$ cat config.mk
export PLATFORM = sky130hd
export DESIGN_NAME = axi4_burst_master
export DESIGN_NICKNAME = d
export VERILOG_FILES = /design/src/rtl/axi4_master_pkg.sv /design/src/rtl/axi4_beat_counter.sv /design/src/rtl/axi4_burst_master.sv
export SDC_FILE = /design/constraint.sdc
export NUM_CORES = 1
export LEC_CHECK = 0
export ABC_AREA = 0
export CAP_MARGIN = 20
export CORE_AREA = 2 2 85 87
export DETAILED_ROUTE_END_ITERATION = 10
export DIE_AREA = 0 0 87 89
export DONT_BUFFER_PORTS = 1
export SLEW_MARGIN = 20
export SYNTH_ARGS = -nofsm -noshare
export SYNTH_HDL_FRONTEND = slang
export SYNTH_SLANG_ARGS = --single-unit
$ cat constraint.sdc
create_clock -name m00_axi_aclk -period 6 [get_ports m00_axi_aclk]
set_input_delay 1.8 -clock m00_axi_aclk [delete_from_list [all_inputs] [get_ports m00_axi_aclk]]
set_output_delay 1.8 -clock m00_axi_aclk [all_outputs]
set_load 0.01 [all_outputs]
$ cat src/rtl/axi4_master_pkg.sv
// axi4_master_pkg: shared FSM states, AXI burst/size/response codes and response ordering helper
package axi4_master_pkg;

    typedef enum logic [2:0] {
        IDLE,
        WR_ADDR,
        WR_DATA,
        WR_RESP,
        RD_ADDR,
        RD_DATA,
        DONE
    } state_t;

    localparam logic [1:0] BURST_INCR  = 2'b01;
    localparam logic [2:0] SIZE_4B     = 3'b010;
    localparam logic [1:0] RESP_OKAY   = 2'b00;
    localparam logic [1:0] RESP_EXOKAY = 2'b01;
    localparam logic [1:0] RESP_SLVERR = 2'b10;
    localparam logic [1:0] RESP_DECERR = 2'b11;

    function automatic logic [1:0] resp_max(input logic [1:0] a, input logic [1:0] b);
        return (a > b) ? a : b;
    endfunction

endpackage

$ cat src/rtl/axi4_beat_counter.sv
// axi4_beat_counter: counts data beats of one burst and flags the final beat
module axi4_beat_counter (
    input  logic       clk,
    input  logic       aresetn,
    input  logic       load,
    input  logic       inc,
    input  logic [7:0] len,
    output logic       is_last
);

    logic [7:0] count;

    // cleared outside the data phases, advances once per data handshake
    always_ff @(posedge clk)
        if (!aresetn || load) count <= 8'd0;
        else if (inc) count <= count + 8'd1;

    assign is_last = count == len;

endmodule

$ cat src/rtl/axi4_burst_master.sv
// axi4_burst_master: single-command AXI4 INCR burst initiator; optional watchdog via AXI_MASTER_TIMEOUT_EN
module axi4_burst_master
    import axi4_master_pkg::*;
#(
    parameter int              ADDR_W = 6,
    parameter int              DATA_W = 32,
    parameter int              ID_W   = 2,
    parameter logic [ID_W-1:0] TXN_ID = 2'b11
) (
    input  logic                m00_axi_aclk,
    input  logic                m00_axi_aresetn,
    input  logic                cmd_valid,
    output logic                cmd_ready,
    input  logic                cmd_rnw,
    input  logic [ADDR_W-1:0]   cmd_addr,
    input  logic [7:0]          cmd_len,
    input  logic [DATA_W-1:0]   wr_data,
    input  logic                wr_valid,
    output logic                wr_ready,
    output logic [DATA_W-1:0]   rd_data,
    output logic                rd_valid,
    output logic                rd_last,
    input  logic                rd_ready,
    output logic                done,
    output logic [1:0]          done_resp,
    output logic [ADDR_W-1:0]   m00_axi_awaddr,
    output logic [7:0]          m00_axi_awlen,
    output logic [2:0]          m00_axi_awsize,
    output logic [1:0]          m00_axi_awburst,
    output logic [ID_W-1:0]     m00_axi_awid,
    output logic                m00_axi_awvalid,
    input  logic                m00_axi_awready,
    output logic [DATA_W-1:0]   m00_axi_wdata,
    output logic [DATA_W/8-1:0] m00_axi_wstrb,
    output logic                m00_axi_wlast,
    output logic                m00_axi_wvalid,
    input  logic                m00_axi_wready,
    input  logic [1:0]          m00_axi_bresp,
    input  logic [ID_W-1:0]     m00_axi_bid,
    input  logic                m00_axi_bvalid,
    output logic                m00_axi_bready,
    output logic [ADDR_W-1:0]   m00_axi_araddr,
    output logic [7:0]          m00_axi_arlen,
    output logic [2:0]          m00_axi_arsize,
    output logic [1:0]          m00_axi_arburst,
    output logic [ID_W-1:0]     m00_axi_arid,
    output logic                m00_axi_arvalid,
    input  logic                m00_axi_arready,
    input  logic [DATA_W-1:0]   m00_axi_rdata,
    input  logic [1:0]          m00_axi_rresp,
    input  logic                m00_axi_rlast,
    input  logic                m00_axi_rvalid,
    output logic                m00_axi_rready
);

    state_t            state, state_n;
    logic [ADDR_W-1:0] addr_q;
    logic [7:0]        len_q;
    logic [1:0]        resp_q, resp_n;
    logic              is_last, cmd_bad, timeout;

    assign cmd_bad = int'(cmd_addr) + 4 * (int'(cmd_len) + 1) > (1 << ADDR_W);

    assign m00_axi_awaddr  = addr_q;
    assign m00_axi_awlen   = len_q;
    assign m00_axi_awsize  = SIZE_4B;
    assign m00_axi_awburst = BURST_INCR;
    assign m00_axi_awid    = TXN_ID;
    assign m00_axi_araddr  = addr_q;
    assign m00_axi_arlen   = len_q;
    assign m00_axi_arsize  = SIZE_4B;
    assign m00_axi_arburst = BURST_INCR;
    assign m00_axi_arid    = TXN_ID;
    assign done_resp       = resp_q;

    axi4_beat_counter u_beats (
        .clk    (m00_axi_aclk),
        .aresetn(m00_axi_aresetn),
        .load   (state != WR_DATA && state != RD_DATA),
        .inc    ((m00_axi_wvalid && m00_axi_wready) || (m00_axi_rvalid && m00_axi_rready)),
        .len    (len_q),
        .is_last(is_last)
    );

`ifdef AXI_MASTER_TIMEOUT_EN
    logic [15:0] wd;
    logic        any_hs;

    assign any_hs = (m00_axi_awvalid && m00_axi_awready) || (m00_axi_wvalid && m00_axi_wready) ||
                    (m00_axi_bvalid && m00_axi_bready) || (m00_axi_arvalid && m00_axi_arready) ||
                    (m00_axi_rvalid && m00_axi_rready);
    assign timeout = state != IDLE && state != DONE && wd == 16'd0;

    // watchdog: rearmed by any bus progress or state change, counts down while a bus phase stalls
    always_ff @(posedge m00_axi_aclk)
        if (!m00_axi_aresetn || any_hs || state_n != state) wd <= 16'hFFFF;
        else if (state != IDLE && state != DONE) wd <= wd - 16'd1;
`else
    assign timeout = 1'b0;
`endif

    // state, latched command and worst-case response
    always_ff @(posedge m00_axi_aclk)
        if (!m00_axi_aresetn) begin
            state  <= IDLE;
            resp_q <= RESP_OKAY;
            addr_q <= '0;
            len_q  <= '0;
        end else begin
            state  <= state_n;
            resp_q <= resp_n;
            if (cmd_valid && cmd_ready) begin
                addr_q <= cmd_addr;
                len_q  <= cmd_len;
            end
        end

    // next state, response folding and per-state channel outputs
    always_comb begin
        state_n         = state;
        resp_n          = resp_q;
        cmd_ready       = 1'b0;
        wr_ready        = 1'b0;
        rd_data         = '0;
        rd_valid        = 1'b0;
        rd_last         = 1'b0;
        done            = 1'b0;
        m00_axi_awvalid = 1'b0;
        m00_axi_wdata   = '0;
        m00_axi_wstrb   = '0;
        m00_axi_wlast   = 1'b0;
        m00_axi_wvalid  = 1'b0;
        m00_axi_bready  = 1'b0;
        m00_axi_arvalid = 1'b0;
        m00_axi_rready  = 1'b0;
        case (state)
            IDLE: begin
                cmd_ready = m00_axi_aresetn;
                if (cmd_valid && cmd_ready) begin
                    resp_n  = cmd_bad ? RESP_DECERR : RESP_OKAY;
                    state_n = cmd_bad ? DONE : cmd_rnw ? RD_ADDR : WR_ADDR;
                end
            end
            WR_ADDR: begin
                m00_axi_awvalid = !timeout;
                if (m00_axi_awvalid && m00_axi_awready) state_n = WR_DATA;
            end
            WR_DATA: begin
                m00_axi_wvalid = wr_valid && !timeout;
                wr_ready       = m00_axi_wready && !timeout;
                m00_axi_wdata  = wr_data;
                m00_axi_wstrb  = {(DATA_W/8){1'b1}};
                m00_axi_wlast  = is_last;
                if (m00_axi_wvalid && m00_axi_wready && is_last) state_n = WR_RESP;
            end
            WR_RESP: begin
                m00_axi_bready = !timeout;
                if (m00_axi_bready && m00_axi_bvalid) begin
                    resp_n  = resp_max(resp_q, m00_axi_bid == TXN_ID ? m00_axi_bresp : RESP_DECERR);
                    state_n = DONE;
                end
            end
            RD_ADDR: begin
                m00_axi_arvalid = !timeout;
                if (m00_axi_arvalid && m00_axi_arready) state_n = RD_DATA;
            end
            RD_DATA: begin
                rd_valid       = m00_axi_rvalid;
                rd_data        = m00_axi_rdata;
                rd_last        = m00_axi_rlast;
                m00_axi_rready = rd_ready && !timeout;
                if (m00_axi_rvalid && m00_axi_rready) begin
                    resp_n = resp_max(resp_max(resp_q, m00_axi_rresp),
                                      m00_axi_rlast != is_last ? RESP_DECERR : RESP_OKAY);
                    if (is_last) state_n = DONE;
                end
            end
            DONE: begin
                done    = 1'b1;
                state_n = IDLE;
            end
            default: state_n = IDLE;
        endcase
        if (timeout) begin
            state_n = DONE;
            resp_n  = RESP_DECERR;
        end
    end

endmodule

==> Word-level counts from Yosys, hierarchy flattened <==
Index checks and enable logic that the tools add are counted.
{ "word_totals": {"word_cells": 80, "reg_bits": 27, "latch_bits": 0, "output_inout_bits": 123, "input_bits": 96, "mem_count": 0, "rom_bits": 0, "mem_bits_rw": 0} }
{ "op_classes": {"eq_ne": 19, "reduce_logical": 15, "shift": 0, "magnitude_cmp": 4, "bitwise": 0, "addsub": 3, "mul": 0, "div_mod_pow": 0, "mux": 34} }
{ "ops": {"columns": ["operator", "n"], "rows": [
  ["2-to-1 mux 32 bit", 2],
  ["2-to-1 mux 3 bit", 9],
  ["2-to-1 mux 2 bit", 9],
  ["one-hot mux 3 bit (6 select lines)", 1],
  ["!= test 2 bit (second input constant)", 8],
  ["adder 6 x 11 -> 12 bit", 1],
  ["> comparator 12 x 7 -> 1 bit (second input constant)", 1],
  ["2-to-1 mux 1 bit", 11],
  ["adder 8 x 1 -> 9 bit (second input constant)", 1],
  ["equality test 3 bit (second input constant)", 3],
  ["adder 8 x 1 -> 8 bit (second input constant)", 1],
  ["equality test 8 bit", 1],
  ["logical AND 1 bit", 8],
  ["AND reduction 7 bit", 1],
  ["equality test 3 x 2 -> 1 bit (second input constant)", 2],
  ["> comparator 2 bit", 3],
  ["one-hot mux 2 bit (3 select lines)", 1],
  ["AND reduction 5 bit", 1],
  ["2-to-1 mux 4 bit", 1],
  ["equality test 3 x 1 -> 1 bit (second input constant)", 1],
  ["logical NOT 3 bit", 1],
  ["!= test 3 x 2 -> 1 bit (second input constant)", 1],
  ["!= test 3 bit (second input constant)", 1],
  ["nonzero test 3 bit", 1],
  ["4 further kinds", 5]
]} }

==> Logic depth before layout (Yosys ltp) <==
Gate-level depths: netlist of run 1.
{ "depth": {"word_depth": 7, "depth_mapped": 10, "depth_no_buf": 10} }

==> Hierarchy <==
Synthesis of run 1 repeated with hierarchy kept, for this count alone.
{ "unflattened": {"hier_cells": 354, "hier_area_um2": 2590.0} }
{ "by_module_without_submodules": {"columns": ["module", "n_inst", "area_each_um2", "cells_each"], "rows": [
  ["axi4_burst_master", 1, 2155.8, 304],
  ["axi4_beat_counter", 1, 434.2, 50]
]} }

==> Worst setup path after synthesis of run 1 <==
OpenSTA, ideal clock, no wires.
{ "synth_timing": {"path_kind": "input-to-output", "startpoint": "input m00_axi_aresetn", "endpoint": "output cmd_ready", "slack_ns": 2.028, "path_stages": 3, "t_arrival_ns": 2.172, "t_required_ns": 4.200, "n_path_buf": 1, "path_cell_list": "buf_2 -> nand2_1 -> nor2_1"} }
{ "synth_between": {"elab_chain_cells": 1} }
{ "synth_rtl": {"columns": ["item", "line_no", "source"], "rows": [
  ["start, declared", "axi4_burst_master.sv:11", "input logic m00_axi_aresetn,"],
  ["2-to-1 mux 1 bit", "axi4_burst_master.sv:136", "case (state)"],
  ["end, declared", "axi4_burst_master.sv:13", "output logic cmd_ready,"]
]} }
Every way passes these cells.

==> Final worst setup path of run 1 <==
{ "layout_timing": {"startpoint": "input m00_axi_rvalid", "endpoint": "output rd_valid"} }
{ "layout_between": {"elab_chain_cells": 1} }
{ "layout_rtl": {"columns": ["item", "line_no", "source"], "rows": [
  ["start, declared", "axi4_burst_master.sv:52", "input logic m00_axi_rvalid,"],
  ["2-to-1 mux 1 bit", "axi4_burst_master.sv:136", null],
  ["end, declared", "axi4_burst_master.sv:21", "output logic rd_valid,"]
]} }
Every way passes these cells.

==> results.tsv, run 1 <==
metric	value	unit
outcome	finished, final reports clean	
worstRegToRegCells	7	
grt_pass1_vias	1922	
dr.pass1.iters	4	
pin_count	219	
fin_nets	424	
crit_path_cell_trace	and4b_1	
cts_buffers	3	
ir_worst_vdd	0.1291	mV
clock.fmax	0.2578	GHz
avgSynthCellArea	7.370	um^2
cts_setup_buffers	0	
cpLargestDelayFamily	simple AND/OR/NAND/NOR gates	
endpoint_kind	primary output	
area_growth	-2.838	%
grt_max_degree	55	
r2r_start	state[1]	
hpwlAfterDp	6268	um
clock_skew	3.839	ps
n_fill_cell	712	
vias	2194	
synth_area	2557	um^2
holdPathStages	2	
hold_viol_final	0	
cts_tree	built	
layout_min_cycle_time	3879	ps
final.period_utilization	0.6465	
clock_sinks	27	
clkTransAtPathRegs	90	ps
ys.flop_type	dfxtp_1	
port_buffers	0	
initial_core_util	0.3806	
wl_per_cell	19.41	um
antenna_left	0	
crit_type	in2out	
drc_errors	0	
maxCapViolations	0	
die_w	87	um
maxSlewHeadroom	0.5980	
synth_edf_count	0	
arrival	2080	ps
worstReg2RegEnd	u_beats.count[4]	
slew_viol_final	0	
async_reset_ff_frac	0	
p_leak	1.154	nW
multiInputGateArea	1717	um^2
rsz0062_at_grt	no	
cp_max_fo	2	
drive_gt1_frac	0.06032	
grt-ovfl-total	0	
regArea	540.5	um^2
finalSetupTns	0	ps
clock_path_buffers	2	
critPathSlowestCell	and4b_1	
via_per_inst	5.554	
cts_hold_buffers	0	
globalplace.congestion	0.7642	
crit_required	4200	ps
diodes	0	
clock_latency	270	ps
hold_class	reg2reg	
root_buffer	clkbuf_8	
syn_inst	347	
cts.repair.resized	0	
row_count	30	
drt_iter0_drc	97	
timing.critical_path.buf_inv	0	
post_synth_num_cell_types	56	
dieHeight	89	um
cp.depth	1	
critPathMaxStageDelay	280	ps
htreeDepth	1	
setup_violations	0	
wl	7668	um
track_usage	0.1736	
rrSetupSlack	3560	ps
startpoint_type	input port	
ys_seq_area_frac	0.2114	
hp-start	u_beats.count[7]	
powerDensity	400.7	nW/um^2
synth_seq_cells	27	
worst-slew-pin-transition	602.1	ps
whs	558.5	ps
yosys_warnings	0	
grt_first_pass_wirelength	10310	um
core	6719	um^2
die_area	7743	um^2
antenna_found_initial	3	
hold_end	u_beats.count[7]	
## through the flow
step | instance area (um^2) | worst slack, ps | power (mW) | cells | util
after floorplan | 2603 | 2028 | 0.8307 | 359 | -
after global placement | 2414 | 2125 | 0.8588 | 389 | 0.3592
after detailed placement | 2429 | 2092 | 0.8927 | 390 | 0.3615
after CTS | 2474 | 1853 | 1.000 | 394 | 0.3682
after global routing | 2485 | 2023 | 1.095 | 395 | 0.3698
final | 2485 | 2121 | 0.9957 | 395 | 0.3698
## cell families (layout without fill, tap and decap cells)
kind of cell / after synthesis / count (layout) / synth area share
other: 2 / 14 / 0.002937
adders and majority gates: 12 / 12 / 0.06164
xor gates and xnor gates: 21 / 21 / 0.07192
DFF: 27 / 27 / 0.2114
muxes: 4 / 4 / 0.01663
buffers and inverters: 62 / 18 / 0.1409
AOI/OAI and AO/OA: 45 / 45 / 0.1262
and+or+nand+nor: 174 / 174 / 0.3684
## sequential cells by signal, summed over array words and instances, names as in the netlist
signal	flops
m00_axi_arlen	8
u_beats.count	8
m00_axi_araddr	6
state	3
done_resp	2
## cells in the final DEF (no fill, tap or decap), types with 8 or more instances in the layout
master,count
and2_1,36
and3_1,39
conb_1,14
dfxtp_1,27
ha_1,11
inv_1,9
nand2_1,43
nand3_1,8
nor2_1,24
o21ai_0,16
xor2_1,17
## Yosys cell counts (3+ instances only)
master | count | area share
nor4_1 | 4 | 0.0098
nand2_1 | 43 | 0.063
clkbuf_1 | 14 | 0.021
o211ai_1 | 4 | 0.012
buf_4 | 32 | 0.094
buf_2 | 6 | 0.012
nor2_1 | 24 | 0.035
xnor2_1 | 4 | 0.014
nor2b_1 | 7 | 0.017
xor2_1 | 17 | 0.058
and3_1 | 39 | 0.095
inv_1 | 9 | 0.013
nand3_1 | 8 | 0.016
o21ai_1 | 3 | 0.0059
and2_1 | 36 | 0.088
ha_1 | 11 | 0.054
dfxtp_1 | 27 | 0.21
o21ai_0 | 16 | 0.031
## power by group
| group | switching, mW | leakage (nW) | internal [mW] |
|---|---|---|---|
| Clock | 0.0550 | 0.0228 | 0.0475 |
| Sequential | 0.112 | 0.222 | 0.229 |
| Combinational | 0.348 | 0.910 | 0.204 |
## per-layer routing
layer,part of all wire,wire length (um),track usage,up-vias
li1,-,-,-,1062
met1,0.42,3240,0.2237,1013
met2,0.50,3801,0.2977,115
met3,0.075,576,0.04340,4
met4,0.0064,49,0.02983,0
met5,0,0,0,-
## how the worst max path moves through the flow
stage,from,to,slack (ps)
floorplan,m00_axi_aresetn,cmd_ready,2030
global placement,m00_axi_rvalid,rd_valid,2120
detailed placement,cmd_len[0],state[2],2090
CTS,state[1],m00_axi_wlast,1850
global route,state[1],m00_axi_wlast,2020
finish,m00_axi_rvalid,rd_valid,2120
## cell type report
class / count / share of cell area
Timing Repair Buffer: 5 / 0.01964
Clock buffer: 4 / 0.01813
Multi-Input combinational cell: 270 / 0.6908
Inverter: 9 / 0.01360
Tap cell: 80 / 0.04028
Sequential cell: 27 / 0.2175
No activity file was read; power rests on OpenSTA's default activity.
==> inputs of run 2 (changes only) <==
==> constraint.sdc (replaced) <==
create_clock -name m00_axi_aclk -period 3.3 [get_ports m00_axi_aclk]
set_input_delay 0.99 -clock m00_axi_aclk [delete_from_list [all_inputs] [get_ports m00_axi_aclk]]
set_output_delay 0.99 -clock m00_axi_aclk [all_outputs]
set_load 0.01 [all_outputs]
==> run 2 against run 1 <==
Net effect:
- total power grew 80%
- first-iteration DRC count is 27% lower
- via count shrank 0.82%
- non-clock buffer count unchanged
- wire length is 1.4% higher
- register-to-register slack got worse by 2600 ps
- core utilization hardly changed
- worst setup slack worse by 1700 ps
- clock skew fell by 1.6 ps
- die area is the same
- worst hold slack lost 8.3 ps
- combinational power up 78%
- largest cell class unchanged
- largest power group unchanged
==> results.tsv, run 2 (synthesis gave the netlist of run 1 again) <==
metric	value	unit	change
outcome	finished, final reports clean		
pin_count	219		unchanged
maxSlewHeadroom	0.5976		about the same
cts_tree	built		
fin_nets	424		unchanged
crit_path_cell_trace	nor3b_4 > buf_4 > and3_1		
crit_type	reg2out		
drc_errors	0		unchanged
critPathMaxStageDelay	660	ps	+380 ps
cts.repair.resized	0		unchanged
via_per_inst	5.467		-1.6%
rrSetupSlack	1000	ps	-2560 ps
wl_per_cell	19.53	um	+0.59%
cts_setup_buffers	0		unchanged
track_usage	0.1794		+0.005862
final.period_utilization	0.8858		
antenna_found_initial	4		+1
htreeDepth	1		unchanged
endpoint_kind	primary output		
n_fill_cell	708		-0.56%
drive_gt1_frac	0.06349		+0.003175
worst-slew-pin-transition	602.8	ps	+0.6580 ps
globalplace.congestion	0.7842		+2.6%
final_cell_mix	43 x nand2_1, 39 x and3_1, 36 x and2_1		
startpoint_type	flop		
placed_area	2429	um^2	unchanged
wl	7772	um	+1.4%
slew_viol_final	0		unchanged
root_buffer	clkbuf_8		
grt-ovfl-total	0		unchanged
core	6719	um^2	unchanged
row_count	30		unchanged
die_w	87	um	unchanged
area_growth	-2.935	%	
p_leak	1.154	nW	about the same
port_buffers	0		unchanged
finalSetupTns	0	ps	unchanged
dieHeight	89	um	unchanged
cts_hold_buffers	0		unchanged
setup_violations	0		unchanged
grt_pass1_vias	1966		+2.3%
rsz0062_at_grt	no		
clock_path_buffers	2		unchanged
place_ws	192.6	ps	-1899 ps
maxCapViolations	0		unchanged
layout_min_cycle_time	2923	ps	
clock_skew	2.224	ps	-1.615 ps
hold_class	reg2reg		
hpwlAfterDp	6357	um	+1.4%
worst_slack	376.7	ps	-1744 ps
initial_core_util	0.3806		unchanged
endpoint	m00_axi_wlast		
vias	2176		-0.82%
mostFrequentLayoutCell	nand2_1		
r2r_start	state[1]		
grt_first_pass_wirelength	10810	um	+4.8%
antenna_left	0		unchanged
arrival	1930	ps	-150 ps
clock.fmax	0.3421	GHz	
die_area	7743	um^2	unchanged
setup.worst_path.start	state[1]		
cp_max_fo	39		+37
post-route-util	0.3695		-0.0003720
cts_buffers	3		unchanged
worstRegToRegCells	8		+1
drt_iter0_drc	71		-27%
ir_worst_vdd	0.2099	mV	+63%
crit_required	2310	ps	-1890 ps
powerDensity	720.8	nW/um^2	+80%
grt_max_degree	55		unchanged
critPathSlowestCell	dfxtp_1		
dr.pass1.iters	4		unchanged
hold_viol_final	0		unchanged
worstReg2RegEnd	done_resp[0]		
clock_latency	270	ps	about the same
finalInstanceArea	2482	um^2	-0.10%
clock_sinks	27		unchanged
clkTransAtPathRegs	90	ps	about the same
[run 2: worst max-delay path: cells and delay by family (launching register included)]
family | cells | cell delay [ps]
DFF | 1 | 660
buffers and inverters | 1 | 380
and+or+nand+nor | 2 | 610
[run 2: per-layer routing]
metal,global-route usage,share of wire,up-vias
met2,0.3116,0.50,98
met4,0.01989,0.0085,2
met3,0.07018,0.093,12
met1,0.2173,0.40,996
met5,0,0.0017,-
li1,-,-,1068
[run 2: worst min-delay path by stage]
stage                 startpoint  slack [ps]           endpoint  depth (start not counted)
2_1_floorplan  m00_axi_araddr[0]         490  m00_axi_araddr[0]                          2
5_1_grt         u_beats.count[7]         580   u_beats.count[7]                          2
3_5_place_dp    u_beats.count[7]         520   u_beats.count[7]                          2
3_3_place_gp    u_beats.count[7]         530   u_beats.count[7]                          2
6_report        u_beats.count[7]         550   u_beats.count[7]                          2
4_1_cts         u_beats.count[7]         550   u_beats.count[7]                          2
[run 2: cell type report]
class / count / area, um^2 / area share
repair buffers: 5 / 37.54 / 0.01512
flip-flops and latches: 27 / 540.5 / 0.2177
multi-input cells: 270 / 1717 / 0.6915
well taps: 80 / 100.1 / 0.04032
inverters: 9 / 33.78 / 0.01361
clock buffers: 3 / 41.29 / 0.01663
clock inverters: 1 / 5.005 / 0.002016
diodes: 3 / 7.507 / 0.003024
[run 2: stage by stage]
step	hold WS (ps)	total power, mW	std cells
floorplan	492.3	1.510	359
CTS	551.9	1.798	395
global route	577.3	1.981	396
finish	550.3	1.789	398
detailed placement	522.2	1.607	391
global placement	526.0	1.583	391
[run 2: power by group]
part           leakage [nW]  switching (mW)  total, mW  internal [mW]
logic                 0.907           0.631      0.980          0.350
registers             0.222           0.205      0.622          0.417
clock network        0.0255           0.102      0.187         0.0845
total                  1.15           0.938       1.79          0.851
